[config.mk]
export PLATFORM = sky130hd
export DESIGN_NAME = uart_tx_trigger
export DESIGN_NICKNAME = d
export VERILOG_FILES = /design/src/rtl/uart_tx_trigger_pkg.sv /design/src/rtl/uart_baud_gen.sv /design/src/rtl/uart_tx_trigger.sv
export SDC_FILE = /design/constraint.sdc
export NUM_CORES = 1
export LEC_CHECK = 0
export CAP_MARGIN = 5
export CORE_UTILIZATION = 36
export CTS_BUF_LIST = sky130_fd_sc_hd__clkbuf_4 sky130_fd_sc_hd__clkbuf_8 sky130_fd_sc_hd__clkbuf_16
export DETAILED_ROUTE_END_ITERATION = 8
export SETUP_SLACK_MARGIN = 0.5
export SLEW_MARGIN = 40
export SYNTH_ARGS = -nofsm -noshare
export SYNTH_HDL_FRONTEND = slang
export SYNTH_SLANG_ARGS = --single-unit
[constraint.sdc]
create_clock -name clk_i -period 4.96 [get_ports clk_i]
set_input_delay 1.24 -clock clk_i [delete_from_list [all_inputs] [get_ports clk_i]]
set_output_delay 1.24 -clock clk_i [all_outputs]
set_load 0.02 [all_outputs]
[src/rtl/uart_tx_trigger_pkg.sv]
// Shared UART definitions: FSM encoding, frame width and baud divisor helper.
package uart_tx_trigger_pkg;

  typedef enum logic [1:0] {
    ST_IDLE  = 2'd0,
    ST_START = 2'd1,
    ST_DATA  = 2'd2,
    ST_STOP  = 2'd3
  } uart_state_e;

  localparam int DATA_BITS = 8;

  // Integer division on purpose; the receiver uses the same rounding.
  function automatic int clks_per_bit(input int clk_freq, input int baud);
    return clk_freq / baud;
  endfunction

endpackage

[src/rtl/uart_baud_gen.sv]
// Bit-period counter: runs 0..CLKS_PER_BIT-1 while enabled, held at 0 otherwise.
module uart_baud_gen #(
  parameter int CLKS_PER_BIT = 2
) (
  input  logic clk_i,
  input  logic rst_i,
  input  logic en_i,
  output logic tick_o
);

  localparam int CW = (CLKS_PER_BIT > 1) ? $clog2(CLKS_PER_BIT) : 1;
  localparam logic [CW-1:0] TC = CW'(CLKS_PER_BIT - 1);

  if (CLKS_PER_BIT < 2) begin : g_bad_cpb
    $error("uart_baud_gen: CLKS_PER_BIT must be >= 2");
  end

  logic [CW-1:0] cnt_q, cnt_d;

  always_comb begin
    cnt_d = cnt_q;
    if (!en_i || cnt_q == TC) cnt_d = '0;
    else                      cnt_d = cnt_q + CW'(1);
  end

  always_ff @(posedge clk_i or posedge rst_i) begin
    if (rst_i) cnt_q <= '0;
    else       cnt_q <= cnt_d;
  end

  assign tick_o = en_i && (cnt_q == TC);

endmodule

[src/rtl/uart_tx_trigger.sv]
// One 8N1 frame of data_i per rising edge of the debounced transmit_i level.
module uart_tx_trigger
  import uart_tx_trigger_pkg::*;
#(
  parameter int CLK_FREQ = 100_000_000,
  parameter int BAUD     = 9600
) (
  input  logic       clk_i,
  input  logic       rst_i,
  input  logic       transmit_i,
  input  logic [7:0] data_i,
  output logic       tx_o,
  output logic       busy_o,
  output logic       done_o
);

  localparam int CLKS_PER_BIT = clks_per_bit(CLK_FREQ, BAUD);
  localparam int IW = $clog2(DATA_BITS);
  localparam logic [IW-1:0] IDX_LAST = IW'(DATA_BITS - 1);

  uart_state_e          state_q, state_d;
  logic [DATA_BITS-1:0] shift_q, shift_d;
  logic [IW-1:0]        idx_q, idx_d;
  logic                 tx_q, tx_d;
  logic                 busy_q, busy_d;
  logic                 done_q, done_d;
  logic                 transmit_q;
  logic                 start_req, tick;

  assign start_req = transmit_i & ~transmit_q;

  uart_baud_gen #(.CLKS_PER_BIT(CLKS_PER_BIT)) u_baud (
    .clk_i  (clk_i),
    .rst_i  (rst_i),
    .en_i   (state_q != ST_IDLE),
    .tick_o (tick)
  );

  always_comb begin
    state_d = state_q;
    shift_d = shift_q;
    idx_d   = idx_q;
    tx_d    = tx_q;
    busy_d  = busy_q;
    done_d  = 1'b0;
    case (state_q)
      ST_IDLE: begin
        tx_d   = 1'b1;
        busy_d = 1'b0;
        if (start_req) begin
          shift_d = data_i;
          state_d = ST_START;
          tx_d    = 1'b0;
          busy_d  = 1'b1;
        end
      end
      ST_START: if (tick) begin
        state_d = ST_DATA;
        tx_d    = shift_q[0];
        idx_d   = '0;
      end
      ST_DATA: if (tick) begin
        if (idx_q == IDX_LAST) begin
          state_d = ST_STOP;
          tx_d    = 1'b1;
        end else begin
          shift_d = shift_q >> 1;
          tx_d    = shift_q[1];
          idx_d   = idx_q + IW'(1);
        end
      end
      ST_STOP: if (tick) begin
        state_d = ST_IDLE;
        busy_d  = 1'b0;
        done_d  = 1'b1;
      end
      default: state_d = ST_IDLE;
    endcase
  end

  // transmit_q resets high so a button held through reset cannot start a frame.
  always_ff @(posedge clk_i or posedge rst_i) begin
    if (rst_i) begin
      state_q    <= ST_IDLE;
      shift_q    <= '0;
      idx_q      <= '0;
      tx_q       <= 1'b1;
      busy_q     <= 1'b0;
      done_q     <= 1'b0;
      transmit_q <= 1'b1;
    end else begin
      state_q    <= state_d;
      shift_q    <= shift_d;
      idx_q      <= idx_d;
      tx_q       <= tx_d;
      busy_q     <= busy_d;
      done_q     <= done_d;
      transmit_q <= transmit_i;
    end
  end

  assign tx_o   = tx_q;
  assign busy_o = busy_q;
  assign done_o = done_q;

endmodule

# Word-level counts from Yosys, hierarchy flattened
# Cells that the tools add are included.
# word_totals
regBits,31
out_inout_bits,3
# classes
add_sub_neg,2
n_eq_ne,11
muxes,25
bitwise,2
reduce_logical,14
# ops
op,count
$mux 8,3
$pmux 8 s2,1
$add 14x1->14 const B,1
$eq 14x14->1 const B,1
$mux 14,1
$ne 2x2->1 const B,6
$mux 2,5
$mux 3,3
$mux 1,8
$pmux 2 s4,1
$reduce_and 4->1,2
$reduce_bool 2->1,4
$pmux 3 s2,1
$reduce_and 5->1,1
$eq 2x2->1 const B,2
$add 3x1->3 const B,1
$eq 3x3->1 const B,1
$pmux 1 s3,1
$reduce_and 3->1,1
$reduce_bool 3->1,1
$eq 2x1->1 const B,1
$logic_not 2->1,1
$pmux 1 s2,1
$reduce_and 2->1,1
other kinds (5),5

# Depth between registers and ports, before layout
# logic_depth
word_depth,4
ltp_mapped,8
mapped_depth_nobuf,6

# Cells and area by module
# Synthesis repeated with hierarchy kept, for this count alone.
# unflattened
hier_cells,152
area_unflattened_um2,1684.1
# by_module_without_submodules
module,instances,cells_each,area_per_inst_um2,seq_area_each_um2
uart_tx_trigger,1,78,970.9,427.9
uart_baud_gen,1,74,713.2,350.3

# Worst setup path after synthesis
# No wires, ideal clock.
# synth_path
path_type,input to register
start,input transmit_i
end,register shift_q[3]
setup_ns,0.124
t_arrival_ns,2.364
required_ns,4.836
setup_slack_ns,2.472
stages,5
path_buffers,1
path_cell_list,or2b_2 > a211o_2 > clkbuf_8 > o2bb2ai_1 > a211o_1
# synth_via
elab_chain_cells,3
# synth_rtl
element,line,text
"start, declared",uart_tx_trigger.sv:10,"input logic transmit_i,"
$and 1x1->1,uart_tx_trigger.sv:30,assign start_req = transmit_i & ~transmit_q;
$ne 2x2->1 (no source line),n/a,
$reduce_and 4->1 (no source line),n/a,
"end signal, assigned",uart_tx_trigger.sv:93,shift_q <= shift_d;
"end, declared",uart_tx_trigger.sv:22,"logic [DATA_BITS-1:0] shift_q, shift_d;"
# Every way passes these cells.
# A chain may end at the register's enable or synchronous reset.

# Worst setup path after layout
# layout_path
start,input transmit_i
end,register shift_q[6]
# The elaborated chain is that of the path after synthesis.

==> results.sh <==
export IMPL_p_total_uw=476
export IMPL_rows=24
export IMPL_clockRootBuffer="clkbuf_8"
export IMPL_nets=208
export IMPL_h_tree_depth=2
export IMPL_antenna_found_initial=0
export IMPL_clk_path_buf_depth=2
export IMPL_ys_types=42
export IMPL_seq_area_frac_synth=0.462
export IMPL_grt_pass1_wl_mm=6.02
export IMPL_cp_data_required_time_ns=5.19
export IMPL_p_per_area_mw_per_mm2=247
export IMPL_initial_core_util=0.382
export IMPL_grt_setup_unrepaired="false"
export IMPL_core_area_mm2=0.00441
export IMPL_gp_congestion=0.817
export IMPL_cp_slowest_cell="clkdlybuf4s50_1"
export IMPL_hold_violations=0
export IMPL_max_cap_viol_count=0
export IMPL_period_needed_ns=2.78
export IMPL_ctsResizeCount=0
export IMPL_clk_pin_slew_worst_paths_ns=0.07
export IMPL_leakagePower_nw=0.804
export IMPL_syn_inst=176
export IMPL_ys_warn_count=0
export IMPL_cts_buffers=5
export IMPL_criticalPathCategory="primary input to flop"
export IMPL_avgSynthCellArea_um2=9.58
export IMPL_post_cts_buffers=0
export IMPL_filler_cell_count=436
export IMPL_max_stage_delay_ns=0.47
export IMPL_die_area_mm2=0.00496
export IMPL_die_w_um=70.4
export IMPL_vias=1343
export IMPL_wirelength_mm=3.35
export IMPL_cts_tree="yes"
export IMPL_antenna_left=0
export IMPL_cp_cell_sequence="clkdlybuf4s50_1 -> or2b_2 -> a211o_2 -> or4_1 -> nand3_1"
export IMPL_clk_latency_ns=0.29
export IMPL_dpl_hpwl_mm=2.38
export IMPL_drt_iter0_markers=91
export IMPL_fin_skew_ns=0.0113
export IMPL_grt_usage=0.155
export IMPL_mappedNetlistNets=194
export IMPL_fin_hold_ws_ns=0.482
export IMPL_tns_ns=0
export IMPL_worst_pin_slew_ns=0.617
export IMPL_grt_pass1_vias=1374
export IMPL_async_flop_share=1.00
export IMPL_path_max_fanout=12
export IMPL_post_drt_wl_per_cell_um=13.9
export IMPL_synth_area_mm2=0.00169
export IMPL_routed_via_density=5.55
export IMPL_status="complete, no violations"
export IMPL_setup_viol=0
export IMPL_io_buffers=13
export IMPL_layout_drive_gt1_share=0.105
export IMPL_cp_end_kind="flop"
export IMPL_max_freq_mhz=360
export IMPL_pin_count=14
export IMPL_synthToLayoutAreaGrowth_pct=14.5
export IMPL_synth_edf_count=0
export IMPL_fin_util=0.437
export IMPL_postCtsHoldBufs=0
export IMPL_n_antenna_cell=0
export IMPL_worst_setup_path_start_kind="primary input"
export IMPL_relSlewSlack=0.585
export IMPL_peakVddDrop_mv=0.163
export IMPL_post_route_period_util=0.560
export IMPL_drtPass1Iterations=4
export IMPL_synth_seq_cells=31
export IMPL_overflow=0
export IMPL_arrival_ns=3.01
export IMPL_route_detailed_drc=0
export IMPL_cts_num_sinks=31
export IMPL_ys_flop_type="dfrtp_1"
export IMPL_fp_dieH_um=70.4
export IMPL_finalMaxSlewViolations=0
export IMPL_grt_max_degree=32
export IMPL_min_path_type="flop to flop"
-- layout by cell type, fill, tap and decap left out, types with 6 or more instances in the layout --
cell / instances
nor2_1: 18
xnor2_1: 8
nand2_1: 14
clkbuf_8: 6
dfrtp_1: 29
nor3_1: 8
inv_1: 13
clkdlybuf4s50_1: 13
nand3_1: 6
ha_1: 7
-- state kept, by name, indices dropped and copies added, names as in the netlist --
signal	cells
tx_o	1
state_q	2
done_o	1
u_baud.cnt_q	14
transmit_q	1
shift_q	8
busy_o	1
idx_q	3
-- power by group --
| part | internal (mW) | switching [mW] | total [mW] |
|---|---|---|---|
| logic | 0.0100 | 0.00824 | 0.0183 |
| clock network | 0.109 | 0.0930 | 0.202 |
| registers | 0.255 | 0.00109 | 0.256 |
| total | 0.374 | 0.102 | 0.476 |
-- cell families (layout without fill, tap and decap cells) --
| family | Yosys count | in the layout | synth area share |
|---|---|---|---|
| fa+ha+maj | 7 | 7 | 0.0520 |
| compound gates | 35 | 35 | 0.149 |
| mux | 2 | 2 | 0.0134 |
| simple gates | 70 | 70 | 0.211 |
| buf+inv | 21 | 35 | 0.0609 |
| flops | 31 | 31 | 0.462 |
| xor+xnor | 10 | 10 | 0.0520 |
-- synth_stat cells (2+ instances only) --
cell,number,share of area
a21oi_1,5,0.015
ha_1,7,0.052
clkbuf_1,3,0.0067
nor2b_1,2,0.0074
nand3_1,6,0.018
a31oi_1,5,0.019
a211o_1,3,0.016
nor3_1,8,0.024
mux2_2,2,0.013
xor2_1,2,0.010
or2_2,4,0.015
inv_1,13,0.029
dfstp_2,2,0.031
dfrtp_1,29,0.43
nand2_1,14,0.031
a22oi_1,2,0.0089
nor4_1,4,0.015
or4_1,4,0.018
o2bb2ai_1,5,0.026
xnor2_1,8,0.042
nand4_1,4,0.015
o21ai_0,5,0.015
o22a_1,3,0.016
nor2_1,18,0.040
-- metal layers --
layer | GRT usage | share of wire
met4 | 0.0911 | 0.024
met3 | 0.0361 | 0.025
met1 | 0.179 | 0.44
met2 | 0.260 | 0.51
met5 | 0 | 0
-- worst paths after layout --
path                                 start               to  slack, ns  depth (start not counted)
setup / recovery                transmit_i       shift_q[6]       2.18                          5
min in group asynchronous            rst_i       shift_q[0]       1.32                          3
setup reg to reg                state_q[0]       shift_q[6]       2.54                          6
hold / removal             u_baud.cnt_q[0]  u_baud.cnt_q[0]       0.48                          1
hold reg to reg            u_baud.cnt_q[0]  u_baud.cnt_q[0]       0.48                          1
max in group asynchronous            rst_i             tx_o       3.31                          3
-- per-stage QoR --
stage | setup slack (ns) | area (um2) | std cells
after global routing | 2.14 | 1930 | 242
final | 2.18 | 1930 | 242
after CTS | 2.18 | 1930 | 242
after detailed placement | 1.87 | 1840 | 235
after floorplan | 2.47 | 1690 | 176
after global placement | 1.91 | 1840 | 235
-- area by class of cell --
type / count / area [um2] / share of cell area
sequential: 31 / 778 / 0.403
tap: 52 / 65.1 / 0.0337
timing repair buffer: 15 / 145 / 0.0752
multi-input combinational: 124 / 805 / 0.417
inverter: 13 / 48.8 / 0.0253
clock inverter: 1 / 5.00 / 0.00259
clock buffer: 6 / 82.6 / 0.0428
-- worst max-delay path: cells and delay by family --
family,cells,cell delay (ns)
simple gates,3,0.84
compound gates,1,0.45
buf+inv,1,0.47
(Power assumes the default switching activity.)
